`src/rtl/msg_proto_pkg.sv`:
```
`default_nettype none
// ============================================================================
//  Module   : msg_proto_pkg
//  Desc     : Shared constants and state encoding for the 16-bit word message
//             protocol (tx framer and rx parser).
//  Revision : 1.0  initial release
// ============================================================================
package msg_proto_pkg;

    localparam logic [15:0] C_PREFIX          = 16'h55AA;
    localparam int          C_CMD_HAS_LEN_BIT = 0;
    localparam int          C_CMD_HAS_CHK_BIT = 1;
    localparam logic [15:0] C_CMD_EXIT        = 16'hFF00;

    typedef enum logic [2:0] {
        ST_IDLE   = 3'd0,
        ST_PREFIX = 3'd1,
        ST_CMD    = 3'd2,
        ST_LEN    = 3'd3,
        ST_DATA   = 3'd4,
        ST_CHK    = 3'd5
    } msg_state_t;

endpackage
`default_nettype wire

```
`src/rtl/msg_chksum_acc.sv`:
```
`default_nettype none
// ============================================================================
//  Module   : msg_chksum_acc
//  Desc     : 16-bit wrapping sum with synchronous clear and add-enable.
//  Revision : 1.0  initial release
// ============================================================================
module msg_chksum_acc (
    input  logic        clk,
    input  logic        rst_n,
    input  logic        i_clr,
    input  logic        i_add,
    input  logic [15:0] i_val,
    output logic [15:0] o_sum
);

    logic [15:0] r_sum;

    always_ff @(posedge clk or negedge rst_n) begin
        if (!rst_n) begin
            r_sum <= '0;
        end else if (i_clr) begin
            r_sum <= '0;
        end else if (i_add) begin
            r_sum <= r_sum + i_val;
        end
    end

    assign o_sum = r_sum;

endmodule
`default_nettype wire

```
`src/rtl/msg_framer_tx.sv`:
```
`default_nettype none
// ============================================================================
//  Module   : msg_framer_tx
//  Desc     : Transmit framer: prefix, cod_cmd, optional len, payload, optional
//             checksum (checksum only when MSG_FRAMER_CHKSUM_EN is defined).
//  Revision : 1.0  initial release
// ============================================================================
module msg_framer_tx
    import msg_proto_pkg::*;
#(
    parameter logic [15:0] PREFIX = C_PREFIX,
    parameter int          LEN_W  = 8
) (
    input  logic             TX_CLK,
    input  logic             RST,
    input  logic             START,
    input  logic [15:0]      CMD_IN,
    input  logic [LEN_W-1:0] LEN_IN,
    input  logic [15:0]      FIFO_Q,
    input  logic             FIFO_EMPTY,
    output logic             RD_REQ,
    input  logic             TX_RDY,
    output logic [15:0]      P_DATA_OUT,
    output logic             P_ENA_OUT,
    output logic             BUSY,
    output logic             DONE,
    output logic [7:0]       MSG_CNT
);

    msg_state_t       r_state;
    msg_state_t       w_state_nxt;
    logic [15:0]      r_cmd;
    logic [LEN_W-1:0] r_len;
    logic [LEN_W-1:0] r_cnt;
    logic [15:0]      r_data;
    logic             r_ena;
    logic             r_busy;
    logic             r_done;
    logic [7:0]       r_msg_cnt;

    logic             w_emit;
    logic             w_last;
    logic             w_accept;
    logic [15:0]      w_word;
    logic [15:0]      w_cmd_lat;
    logic [15:0]      w_chk_word;
    logic             w_has_len;
    logic             w_has_chk;
    logic             w_has_data;
    logic             w_data_last;

`ifdef MSG_FRAMER_CHKSUM_EN
    assign w_cmd_lat = CMD_IN;
    assign w_has_chk = r_cmd[C_CMD_HAS_CHK_BIT];

    msg_chksum_acc u_chksum (
        .clk   (TX_CLK),
        .rst_n (RST),
        .i_clr (w_accept),
        .i_add (w_emit && (r_state == ST_CMD || r_state == ST_LEN || r_state == ST_DATA)),
        .i_val (w_word),
        .o_sum (w_chk_word)
    );
`else
    // Without a checksum the receiver must never be told to expect one.
    assign w_cmd_lat  = CMD_IN & ~(16'd1 << C_CMD_HAS_CHK_BIT);
    assign w_has_chk  = 1'b0;
    assign w_chk_word = 16'h0000;
`endif

    assign w_accept    = (r_state == ST_IDLE) && START;
    assign w_has_len   = r_cmd[C_CMD_HAS_LEN_BIT];
    assign w_has_data  = (r_len != '0);
    assign w_data_last = (r_cnt == r_len - LEN_W'(1));
    assign RD_REQ      = (r_state == ST_DATA) && TX_RDY && !FIFO_EMPTY;

    always_ff @(posedge TX_CLK or negedge RST) begin
        if (!RST) begin
            r_state <= ST_IDLE;
        end else begin
            r_state <= w_state_nxt;
        end
    end

    always_comb begin
        w_state_nxt = r_state;
        w_word      = '0;
        w_emit      = 1'b0;
        w_last      = 1'b0;
        case (r_state)
            ST_IDLE: begin
                if (START) w_state_nxt = ST_PREFIX;
            end
            ST_PREFIX: begin
                w_emit = TX_RDY;
                w_word = PREFIX;
                if (w_emit) w_state_nxt = ST_CMD;
            end
            ST_CMD: begin
                w_emit = TX_RDY;
                w_word = r_cmd;
                if (w_emit) begin
                    if (w_has_len)       w_state_nxt = ST_LEN;
                    else if (w_has_data) w_state_nxt = ST_DATA;
                    else if (w_has_chk)  w_state_nxt = ST_CHK;
                    else                 w_last      = 1'b1;
                end
            end
            ST_LEN: begin
                w_emit = TX_RDY;
                w_word = 16'(r_len);
                if (w_emit) begin
                    if (w_has_data)      w_state_nxt = ST_DATA;
                    else if (w_has_chk)  w_state_nxt = ST_CHK;
                    else                 w_last      = 1'b1;
                end
            end
            ST_DATA: begin
                w_emit = TX_RDY && !FIFO_EMPTY;
                w_word = FIFO_Q;
                if (w_emit && w_data_last) begin
                    if (w_has_chk) w_state_nxt = ST_CHK;
                    else           w_last      = 1'b1;
                end
            end
            ST_CHK: begin
                w_emit = TX_RDY;
                w_word = w_chk_word;
                if (w_emit) w_last = 1'b1;
            end
            default: w_state_nxt = ST_IDLE;
        endcase
        if (w_last) w_state_nxt = ST_IDLE;
    end

    always_ff @(posedge TX_CLK or negedge RST) begin
        if (!RST) begin
            r_cmd     <= '0;
            r_len     <= '0;
            r_cnt     <= '0;
            r_data    <= '0;
            r_ena     <= 1'b0;
            r_busy    <= 1'b0;
            r_done    <= 1'b0;
            r_msg_cnt <= '0;
        end else begin
            r_ena  <= w_emit;
            r_done <= w_last;
            if (w_emit) r_data <= w_word;
            if (w_accept) begin
                r_cmd  <= w_cmd_lat;
                r_len  <= LEN_IN;
                r_cnt  <= '0;
                r_busy <= 1'b1;
            end
            if (r_state == ST_DATA && w_emit) r_cnt <= r_cnt + LEN_W'(1);
            if (w_last) begin
                r_busy    <= 1'b0;
                r_msg_cnt <= r_msg_cnt + 8'd1;
            end
        end
    end

    assign P_DATA_OUT = r_data;
    assign P_ENA_OUT  = r_ena;
    assign BUSY       = r_busy;
    assign DONE       = r_done;
    assign MSG_CNT    = r_msg_cnt;

endmodule
`default_nettype wire
```
`config.mk`:
```
export PLATFORM = sky130hd
export DESIGN_NAME = msg_framer_tx
export DESIGN_NICKNAME = d
export VERILOG_FILES = /design/src/rtl/msg_proto_pkg.sv /design/src/rtl/msg_chksum_acc.sv /design/src/rtl/msg_framer_tx.sv
export SDC_FILE = /design/constraint.sdc
export NUM_CORES = 1
export LEC_CHECK = 0
export BUFFER_PORTS_ARGS = -buffer_cell sky130_fd_sc_hd__buf_2
export CORE_ASPECT_RATIO = 1.1
export CORE_MARGIN = 1
export CORE_UTILIZATION = 30
export DETAILED_ROUTE_END_ITERATION = 6
export PLACE_DENSITY_LB_ADDON = 0.25
export SYNTH_ARGS = -nofsm -noshare
export SYNTH_HDL_FRONTEND = slang
export SYNTH_HIERARCHICAL = 1
export SYNTH_SLANG_ARGS = --single-unit
```
`constraint.sdc`:
```
create_clock -name TX_CLK -period 6.26 [get_ports TX_CLK]
set_input_delay 0.939 -clock TX_CLK [delete_from_list [all_inputs] [get_ports TX_CLK]]
set_output_delay 0.939 -clock TX_CLK [all_outputs]
set_load 0.02 [all_outputs]
```
# Word-level counts from Yosys, hierarchy flattened
# Index checks and enable logic that the tools add are counted.
totals:
  in_bits: 45
  register_bits: 61
  word_cells: 58
  output_inout_bits: 28
classes:
  addsub: 3
  n_reduce_logical: 14
  eq_ne: 11
  n_mux: 21
ops:
  columns: ["cell", "n"]
  rows:
  - ["$pmux 16 s4", 1]
  - ["$mux 3", 7]
  - ["$add 8x1->8 const B", 2]
  - ["$mux 8", 2]
  - ["$pmux 3 s5", 1]
  - ["$ne 3x3->1 const B", 4]
  - ["$eq 8x8->1", 1]
  - ["$mux 1", 8]
  - ["$reduce_bool 8->1", 1]
  - ["$sub 8x1->8 const B", 1]
  - ["$eq 3x2->1 const B", 2]
  - ["$eq 3x3->1 const B", 2]
  - ["$logic_and 1x1->1", 6]
  - ["$reduce_and 5->1", 1]
  - ["$pmux 1 s4", 1]
  - ["$reduce_bool 2->1", 2]
  - ["$reduce_or 4->1", 1]
  - ["$eq 3x1->1 const B", 1]
  - ["$logic_not 3->1", 1]
  - ["$ne 2x1->1 const B", 1]
  - ["$pmux 1 s2", 1]
  - ["$reduce_or 2->1", 1]
  - ["$logic_not 1->1", 1]

# Logic depth before layout (Yosys ltp)
# Gate-level depths: netlist of the first run.
depth:
  ltp_word: 7
  ltp_mapped: 8
  depth_no_buf: 8

# Worst setup path after synthesis of the first run
# OpenSTA, ideal clock, no wires.
synth_timing:
  path_kind: "input -> register"
  startpoint: "input port TX_RDY"
  endpoint: "register r_msg_cnt[1], in the netlist MSG_CNT[1]"
  path_slack_ns: 3.682
  arrival_time_ns: 2.453
  n_path_buf: 0
  t_required_ns: 6.135
  setup_ns: 0.125
  cell_stages: 6
  cell_sequence: "nor2b_1 -> nand4_1 -> or4b_1 -> nand4b_4 -> a21oi_4 -> mux2_4"
synth_between:
  elab_chain_cells: 4
  elab_cells_between_ends: 7
  cone_classes: "5 x mux; 2 x reduce/logical"
synth_lines:
  columns: ["item", "line_no", "text"]
  rows:
  - ["start: declaration", "msg_framer_tx.sv:22", "input logic TX_RDY,"]
  - ["$logic_and 1x1->1", "msg_framer_tx.sv:119", "w_emit = TX_RDY && !FIFO_EMPTY;"]
  - ["$logic_and 1x1->1", "msg_framer_tx.sv:121", "if (w_emit && w_data_last) begin"]
  - ["$mux 1", "msg_framer_tx.sv:121", null]
  - ["$pmux 1 s4 (*)", "msg_framer_tx.sv:90", "case (r_state)"]
  - ["named net w_last", "msg_framer_tx.sv:42", "logic w_last;"]
  - ["end signal: assignment", "msg_framer_tx.sv:159", "r_msg_cnt <= r_msg_cnt + 8'd1;"]
  - ["end: declaration", "msg_framer_tx.sv:39", "logic [7:0] r_msg_cnt;"]
# The timed path passes the listed nets; every way through them passes the cells marked *.
# A chain may end at the register's enable or synchronous reset.

# Final worst setup path of the first run
layout_timing:
  startpoint: "register r_state[2]"
  endpoint: "output port RD_REQ"
layout_between:
  elab_chain_cells: 3
layout_lines:
  columns: ["item", "line_no", "text"]
  rows:
  - ["start: declaration", "msg_framer_tx.sv:30", "msg_state_t r_state;"]
  - ["start signal: assignment", "msg_framer_tx.sv:81", "r_state <= w_state_nxt;"]
  - ["$eq 3x3->1", "msg_framer_tx.sv:75", "assign RD_REQ = (r_state == ST_DATA) && TX_RDY && !FIFO_EMPTY;"]
  - ["$logic_and 1x1->1 (2 in a row)", "msg_framer_tx.sv:75", null]
  - ["end: declaration", "msg_framer_tx.sv:21", "output logic RD_REQ,"]
# Every way passes these cells.

==> results of run 1 <==
## final timing paths
path / cells after the start / start / endpoint
hold reg to reg: 1 / MSG_CNT[7] / MSG_CNT[7]
min in group asynchronous: 2 / RST / MSG_CNT[4]
max in group asynchronous: 2 / RST / r_cmd[13]
setup / recovery: 4 / r_state[2] / RD_REQ
hold / removal: 1 / MSG_CNT[7] / MSG_CNT[7]
setup reg to reg: 5 / r_state[1] / P_DATA_OUT[2]
## kinds of logic (layout without fill, tap and decap cells)
group	count (synthesis)	in the layout	synth area share, %
fa+ha+maj	6	6	2.39
compound gates	86	86	17.1
flops	61	61	48.6
simple gates	161	161	23.4
xor+xnor	17	17	4.74
mux	1	1	0.478
buf+inv	26	99	3.19
## final cells by class
cell class	instances	area (sq um)	area share, %
clock buffer	11	141	3.72
tap	140	175	4.61
clock inverter	5	36.3	0.955
multi-input combinational	271	1510	39.8
inverter	10	37.5	0.988
sequential	61	1530	40.2
timing repair buffer	73	370	9.75
## metrics by stage
| step | hold slack (ns) | utilization, % | area [sq um] | worst slack, ns |
|---|---|---|---|---|
| 2_1_floorplan | 0.446 | - | 3140 | 3.68 |
| 3_3_place_gp | 0.452 | 36.1 | 3620 | 3.31 |
| 3_5_place_dp | 0.461 | 36.1 | 3620 | 3.30 |
| 4_1_cts | 0.470 | 37.9 | 3800 | 3.05 |
| 5_1_grt | 0.480 | 37.9 | 3800 | 2.86 |
| 6_report | 0.461 | 37.9 | 3800 | 3.03 |
## layer usage
metal / up-vias / share of wire, % / global-route usage [%]
li1: 1363 / - / -
met1: 1288 / 49 / 21.9
met2: 61 / 45 / 24.8
met3: 14 / 3.2 / 2.95
met4: 0 / 2.6 / 9.14
met5: - / 0 / 0
## flip-flops by register name (all words and copies together), names as in the netlist
signal / flops
BUSY: 1
DONE: 1
MSG_CNT: 8
P_DATA_OUT: 16
P_ENA_OUT: 1
r_cmd: 15
r_cnt: 8
r_len: 8
r_state: 3
## power groups by stage
stage,registers [mW],clock network [mW],logic [mW]
3_5_place_dp,0.695,0,0.723
2_1_floorplan,0.699,0,0.494
5_1_grt,0.713,0.341,0.831
6_report,0.691,0.318,0.719
3_3_place_gp,0.689,0,0.705
4_1_cts,0.688,0.327,0.725
## critical path, stage by stage, from the launching register on
cell and delay, ns:
dfrtp_1 0.68, nor3b_4 0.44, nand2_1 0.33, inv_1 0.28, buf_2 0.21
## cell usage after synthesis (all sizes together), types with 7 or more instances
| cell type | n |
|---|---|
| a22oi | 8 |
| o21ai | 33 |
| nand3 | 10 |
| clkbuf | 14 |
| nor2 | 18 |
| nor3 | 9 |
| inv | 10 |
| xor2 | 10 |
| a21oi | 21 |
| xnor2 | 7 |
| dfrtp | 61 |
| nand2 | 101 |
==> results.md, run 1 <==
- Number of fill cells: 1066
- FP Rows: 38
- Yosys top cell area share: 48.6%
- Dominant cells by area after synthesis: dfrtp_1 (49%), nand2_1 (12%), o21ai_0 (5.1%)
- Routed vias/inst: 4.77
- P_sw: 0.771 mW
- Period Utilization, post-route: 51.5%
- Comb pwr share: 41.6%
- EDFF count, synth: 0
- Synthesized area: 3140 sq um
- Fin crit period: 3.23 ns
- Reg2reg setup slack: 3.47 ns
- Post-synth ARST share: 100%
- Final setup violation count: 0
- Setup Fix Bufs, Post-CTS: 0
- Die span in y: 109 microns
- RSZ-0062 raised after global routing: false
- Crit path kind: register to primary output
- Skew final: 0.00913 ns
- Initial core utilization: 31.3%
- Final std cells w/o fill: 571
- Synthesis Warnings: 6
- Slew Viols, Final: 0
- Hold Violations, Final: 0
- VDD IR max: 0.142 mV
- DRC viols: 0
- Area Overhead vs Synth: 21.1%
- CTS tree: built
- Outcome: finished clean
- CTS Sinks: 61
- Vias in the first global route: 2710
- Core Area: 10000 sq um
- Pleak: 1.87 nW
- Startpoint types: register
- N_diodes: 0
- Avg Synthesized Cell Area: 8.77 sq um
- Gr usage total: 16.3%
- Placer Congestion: 0.798
- Pre-antenna DRT Iters: 6
- Most common cell after layout, fill and taps aside: nand2_1
- Critical Path AT: 2.29 ns
- Die extent in x: 99.5 microns
- Main synth FF type: dfrtp_1
- Htree depth: 3
- Commonest cells after routing, fill and taps aside: nand2_1 (101), buf_2 (71), dfrtp_1 (61)
- Routed length per placed instance: 14.2 microns
- Design Power: 1.73 mW
- Clock buffer depth: 2
- Clk pin slew, worst setup/hold paths: 0.07 ns
- Initial antenna violation count: 0
- Total number of vias: 2726
- Cells after Synth: 358
- Largest net degree at the start of global routing: 62
- Cell taking the most area after synthesis: dfrtp_1
- Unique masters post-synth: 42
- TNS Setup: 0 ns
- P per Cell Area: 455 nW/um^2
- Hold buffers post-CTS: 0
- Flops & latches, synth: 61
- Placed instance count: 555
- Share of cells above drive strength 1: 22.7%
- First-pass GRT wire length: 13500 microns
- Routed Antenna Nets: 0
- Tightest Pin Transition: 1.14 ns
- Seq pwr share: 40.0%
- Clock root cell: clkbuf_8
- Sw Ratio: 44.6%
- Max-cap violations: 0
- Layout Nets: 477
- Detailed Place HPWL: 5810 microns
- GRT Residual Overflow: 0
- Wirelength, routed: 8130 microns
- Share of the yosys chip area belonging to registers: 48.6%
- Fmax: 310 MHz
- Relative slew slack: 23.7%
- Crit path capture type: primary output
- P_int: 0.957 mW
- Syn Nets: 409
- Clock Power Share: 18.4%
- Iter 0 DRT Violations: 147
- Area of the die: 10900 sq um
- Crit-path max FO: 17
- Num CTS Buffers: 9
- Clk_lat worst skew: 0.35 ns
- Number of I/O pins: 73
- Post-CTS Resized: 0
- Port buffer count: 71
- Worst min path class: register to register
- Worst Path Required: 5.32 ns
Power figures use the tool's default switching activity.
==> run 2: changes to the inputs <==
==> constraint.sdc (replaced) <==
create_clock -name TX_CLK -period 3.3 [get_ports TX_CLK]
set_input_delay 0.495 -clock TX_CLK [delete_from_list [all_inputs] [get_ports TX_CLK]]
set_output_delay 0.495 -clock TX_CLK [all_outputs]
set_load 0.02 [all_outputs]
==> run 2 against run 1 <==
Routed wire length is 1.4% lower; clock power is 83% higher; utilization is 0.17 points higher; global-route usage is 0.47 points lower; highest routed layer unchanged.
==> results.md, run 2 (synthesized netlist as in run 1, its figures left out) <==
- Htree depth: 3
- N_diodes: 0
- Num CTS Buffers: 9
- Core Area: 10000 sq um
- Clock buffer depth: 2
- Area Overhead vs Synth: 21.6%
- Outcome: finished clean
- Port buffer count: 71
- Area of the die: 10900 sq um
- Critical Path Slowest Stage Cell: or3b_2
- Period Utilization, post-route: 81.0%
- Routed length per placed instance: 14.0 microns
- Setup Fix Bufs, Post-CTS: 0
- Largest net degree at the start of global routing: 37
- Fin crit period: 2.67 ns
- Met3 Usage GRT: 4.68%
- CTS tree: built
- Die extent in x: 99.5 microns
- Max incr delay on CP: 0.52 ns
- GRT Max-Usage Layer: met2
- Wirelength, routed: 8010 microns
- Clock root cell: clkbuf_8
- Skew final: 0.0102 ns
- Hold_ws: 0.255 ns
- Initial core utilization: 31.3%
- Tightest Pin Transition: 0.930 ns
- CP delay by family, top: simple AND/OR/NAND/NOR gates
- VDD IR max: 0.295 mV
- Critical Path AT: 2.90 ns
- Final core occ: 38.0%
- Pre-antenna DRT Iters: 4
- Fmax: 374 MHz
- Number of flip-flops in the largest register: 16
- Design Power: 3.27 mW
- Iter 0 DRT Violations: 175
- Commonest cells after routing, fill and taps aside: nand2_1 (101), buf_2 (71), dfrtp_1 (61)
- Initial antenna violation count: 0
- CTS Sinks: 61
- Clk_lat worst skew: 0.34 ns
- RSZ-0062 raised after global routing: false
- CP Cell Sequence: inv_1 -> ha_1 -> or3b_2 -> nor4_2 -> a32o_1 -> nand2_1 -> a21oi_4 -> mux2_4
- Gr usage total: 15.8%
- Share of cells above drive strength 1: 23.1%
- Most common cell after layout, fill and taps aside: nand2_1
- DRC viols: 0
- Startpoint types: register
- Met1 Use GR: 21.2%
- Worst min path class: input pin to async pin
- Number of I/O pins: 73
- Hold buffers post-CTS: 0
- Crit path kind: register to register
- P per Cell Area: 856 nW/um^2
- Crit path capture type: register
- Buffer and inverter count on the worst path: 1
- Vias in the first global route: 2620
- Die span in y: 109 microns
- Post-DP Area: 3650 sq um
- Grt met2 use: 24.1%
- Total number of vias: 2760
- Post-CTS Resized: 0
- Clk pin slew, worst setup/hold paths: 0.06 ns
- FP Rows: 38
- Layout Nets: 481
- Placer Congestion: 0.782
- Final setup violation count: 0
- Routed vias/inst: 4.82
- Number of fill cells: 1055
- Pleak: 1.90 nW
- GRT Residual Overflow: 0
- Crit-path max FO: 7
- TNS Setup: 0 ns
- Detailed Place HPWL: 5940 microns
- First-pass GRT wire length: 13000 microns
- Hold Violations, Final: 0
- Worst Path Required: 3.53 ns
- Routed Antenna Nets: 0
- Relative slew slack: 38.0%
- Slew Viols, Final: 0
- Max-cap violations: 0
- Fin area: 3820 sq um
## run 2: cell types whose count changed in the layout (fill, tap and decap cells not counted), sizes merged
| cell | before | now |
|---|---|---|
| buf | 73 | 77 |
| clkinvlp | 3 | 0 |
| clkbuf | 11 | 12 |
## run 2: layer usage
metal  vias up  share of wire (%)
li1       1374                  -
met1      1302                 48
met2        72                 45
met3        12                5.1
met4         0                1.8
met5         -                  0
## run 2: layout make-up
cell class | instances | area, sq um | share of cell area [%]
sequential | 61 | 1530 | 40.0
multi-input combinational | 271 | 1510 | 39.6
timing repair buffer | 77 | 400 | 10.5
tap | 140 | 175 | 4.59
clock buffer | 12 | 155 | 4.07
inverter | 10 | 37.5 | 0.984
clock inverter | 2 | 10.0 | 0.262
## run 2: path summary, 6_finish.rpt
path                            startpoint            end  slack [ns]  cells after the start
worst max-delay path              r_len[1]     MSG_CNT[1]        0.63                      8
worst min-delay path                   RST       r_cnt[7]        0.26                      1
worst max register to register    r_len[1]     MSG_CNT[1]        0.63                      8
worst min register to register  MSG_CNT[7]     MSG_CNT[7]        0.47                      1
max in group asynchronous              RST  P_DATA_OUT[3]        2.28                      2
min in group TX_CLK              LEN_IN[5]       r_len[5]        0.34                      3
## run 2: power by group
group / switching [mW] / leakage, nW / internal, mW
sequential: 0.277 / 0.791 / 1.01
combinational: 0.865 / 1.02 / 0.533
clock: 0.280 / 0.0881 / 0.303
## run 2: through the flow
| step | instances | setup slack [ns] |
|---|---|---|
| finish | 573 | 0.628 |
| global route | 573 | 0.381 |
| CTS | 573 | 0.617 |
| detailed placement | 559 | 0.621 |
| global placement | 559 | 0.681 |
| floorplan | 358 | 0.902 |
==> run 3: changes to the inputs <==
==> constraint.sdc (replaced) <==
create_clock -name TX_CLK -period 2.4 [get_ports TX_CLK]
set_input_delay 0.36 -clock TX_CLK [delete_from_list [all_inputs] [get_ports TX_CLK]]
set_output_delay 0.36 -clock TX_CLK [all_outputs]
set_load 0.02 [all_outputs]
==> run 3 against run 2 <==
Clock skew down 0.00096 ns; sequential power up 30%; clock power up 110%; flip-flop and latch count unchanged; die area unchanged; design area up 8.8%; combinational power up 65%; non-clock buffer count up 20; first-iteration DRC count down 15%; clock-buffer cell count down 3; sequential share of layout area down 3.2 points; power up 59%; critical endpoint unchanged; largest cell class is now multi-input gates.
==> results.md, run 3 (synthesized netlist as in run 1, its figures left out) <==
- Met3 WL: 318 microns
- Iter 0 DRT Violations: 148
- First-pass GRT wire length: 13400 microns
- Met2 WL: 3890 microns
- Commonest cells after routing, fill and taps aside: nand2_1 (101), buf_2 (71), dfrtp_1 (61)
- Number of flip-flops in the largest register: 16
- P per Cell Area: 1250 nW/um^2
- Max-cap violations: 0
- Reg2reg setup slack: 0.02 ns
- Hold Violations, Final: 0
- Outcome: finished clean
- Fmax: 420 MHz
- Gr usage total: 16.3%
- Pre-antenna DRT Iters: 4
- Initial core utilization: 31.3%
- Crit-path max FO: 4
- Final setup violation count: 0
- Area of the die: 10900 sq um
- VDD IR max: 0.446 mV
- Clock root cell: clkbuf_8
- CTS tree: built
- Wirelength, routed: 8240 microns
- Clock buffer depth: 2
- Detailed Place HPWL: 6080 microns
- Crit path capture type: register
- Htree depth: 3
- Routed Antenna Nets: 0
- Pleak: 2.05 nW
- Vias in the first global route: 2690
- Clk_lat worst skew: 0.35 ns
- Relative slew slack: 46.6%
- Core Area: 10000 sq um
- Skew final: 0.00926 ns
- RR Endpoint: MSG_CNT[1]
- Most common cell after layout, fill and taps aside: nand2_1
- DRC viols: 0
- DRT met1 WL: 3930 microns
- Port buffer count: 71
- Total number of vias: 2783
- Top routing layer in use: met4
- Number of fill cells: 1020
- RSZ-0062 raised after global routing: true
- Tightest Pin Transition: 0.798 ns
- FP Rows: 38
- Placed instance count: 577
- Reg2reg path depth: 8
- Critical R2R Launch: r_len[0]
- Largest net degree at the start of global routing: 35
- Clk pin slew, worst setup/hold paths: 0.07 ns
- Startpoint types: register
- Number of I/O pins: 73
- Design Power: 5.21 mW
- Area Overhead vs Synth: 32.3%
- Num CTS Buffers: 9
- Worst min path class: input pin to async pin
- Crit path kind: register to register
- Placer Congestion: 0.841
- Share of cells above drive strength 1: 28.6%
- Final std cells w/o fill: 595
- N_diodes: 0
- Fin crit period: 2.38 ns
- Hold buffers post-CTS: 0
- Initial antenna violation count: 0
- Layout Nets: 501
- Routed length per placed instance: 13.8 microns
- Die extent in x: 99.5 microns
- Critical Path AT: 2.61 ns
- Worst Path Required: 2.63 ns
- GRT Residual Overflow: 0
- Die span in y: 109 microns
- CTS Sinks: 61
- Period Utilization, post-route: 99.1%
- Routed vias/inst: 4.68
- Slew Viols, Final: 0
[run 3: changes by cell type in the layout (fill, tap and decap cells not counted), sizes merged]
cell      delta
clkbuf       -3
bufinv       +4
buf         +20
clkinvlp     +1
[run 3: power by group]
part / leakage, nW / total (mW) / switching, mW / internal, mW
sequential: 0.791 / 1.68 / 0.294 / 1.39
combinational: 1.13 / 2.31 / 1.38 / 0.931
clock: 0.129 / 1.21 / 0.421 / 0.791
[run 3: stage by stage]
stage	instance area [sq um]	worst slack, ns	hold slack [ns]	setup TNS (ns)	utilization, %
floorplan	3140	0.00210	0.0644	0	-
global placement	3800	0.0243	0.437	0	37.9
detailed placement	3800	-0.0182	0.439	-0.0182	37.9
CTS	4080	0.0155	0.0538	0	40.7
global route	4150	-0.0632	0.0827	-0.124	41.4
finish	4150	0.0215	0.0468	0	41.4
[run 3: worst max path at each step]
stage          cells past startpoint  slack, ns  startpoint         end
5_1_grt                            8      -0.06    r_len[0]  MSG_CNT[1]
6_report                           8       0.02    r_len[0]  MSG_CNT[1]
3_5_place_dp                       7      -0.02    r_len[0]  MSG_CNT[1]
3_3_place_gp                       8       0.02    r_len[0]  MSG_CNT[1]
4_1_cts                            9       0.02    r_len[0]  MSG_CNT[4]
2_1_floorplan                      7      0.002    r_len[0]  MSG_CNT[1]
[run 3: final cells by class]
type | count | area (sq um) | share of cell area, %
flip-flops and latches | 61 | 1530 | 36.8
repair buffers | 97 | 571 | 13.7
multi-input cells | 271 | 1580 | 38.0
clock inverters | 7 | 138 | 3.32
inverters | 10 | 37.5 | 0.904
well taps | 140 | 175 | 4.22
clock buffers | 9 | 124 | 2.98
[run 3: timing repair]
item / CTS / global route
pin swaps: 1 / 3
resized for setup: 3 / 10
endpoints found under the setup margin: 3 / 10
buffers inserted: 0 / 2
[run 3: worst max-delay path, stage by stage (launching register included)]
cell	delay, ns
dfrtp_1	0.42
inv_2	0.08
ha_4	0.26
xor2_1	0.16
nand4_1	0.10
or4b_1	0.49
nand4b_4	0.24
a21oi_4	0.22
mux2_4	0.31
[run 3: layer usage]
layer / track usage [%] / up-vias
li1: - / 1411
met1: 21.7 / 1309
met2: 25.7 / 54
met3: 4.04 / 9
met4: 5.88 / 0
met5: 0 / -
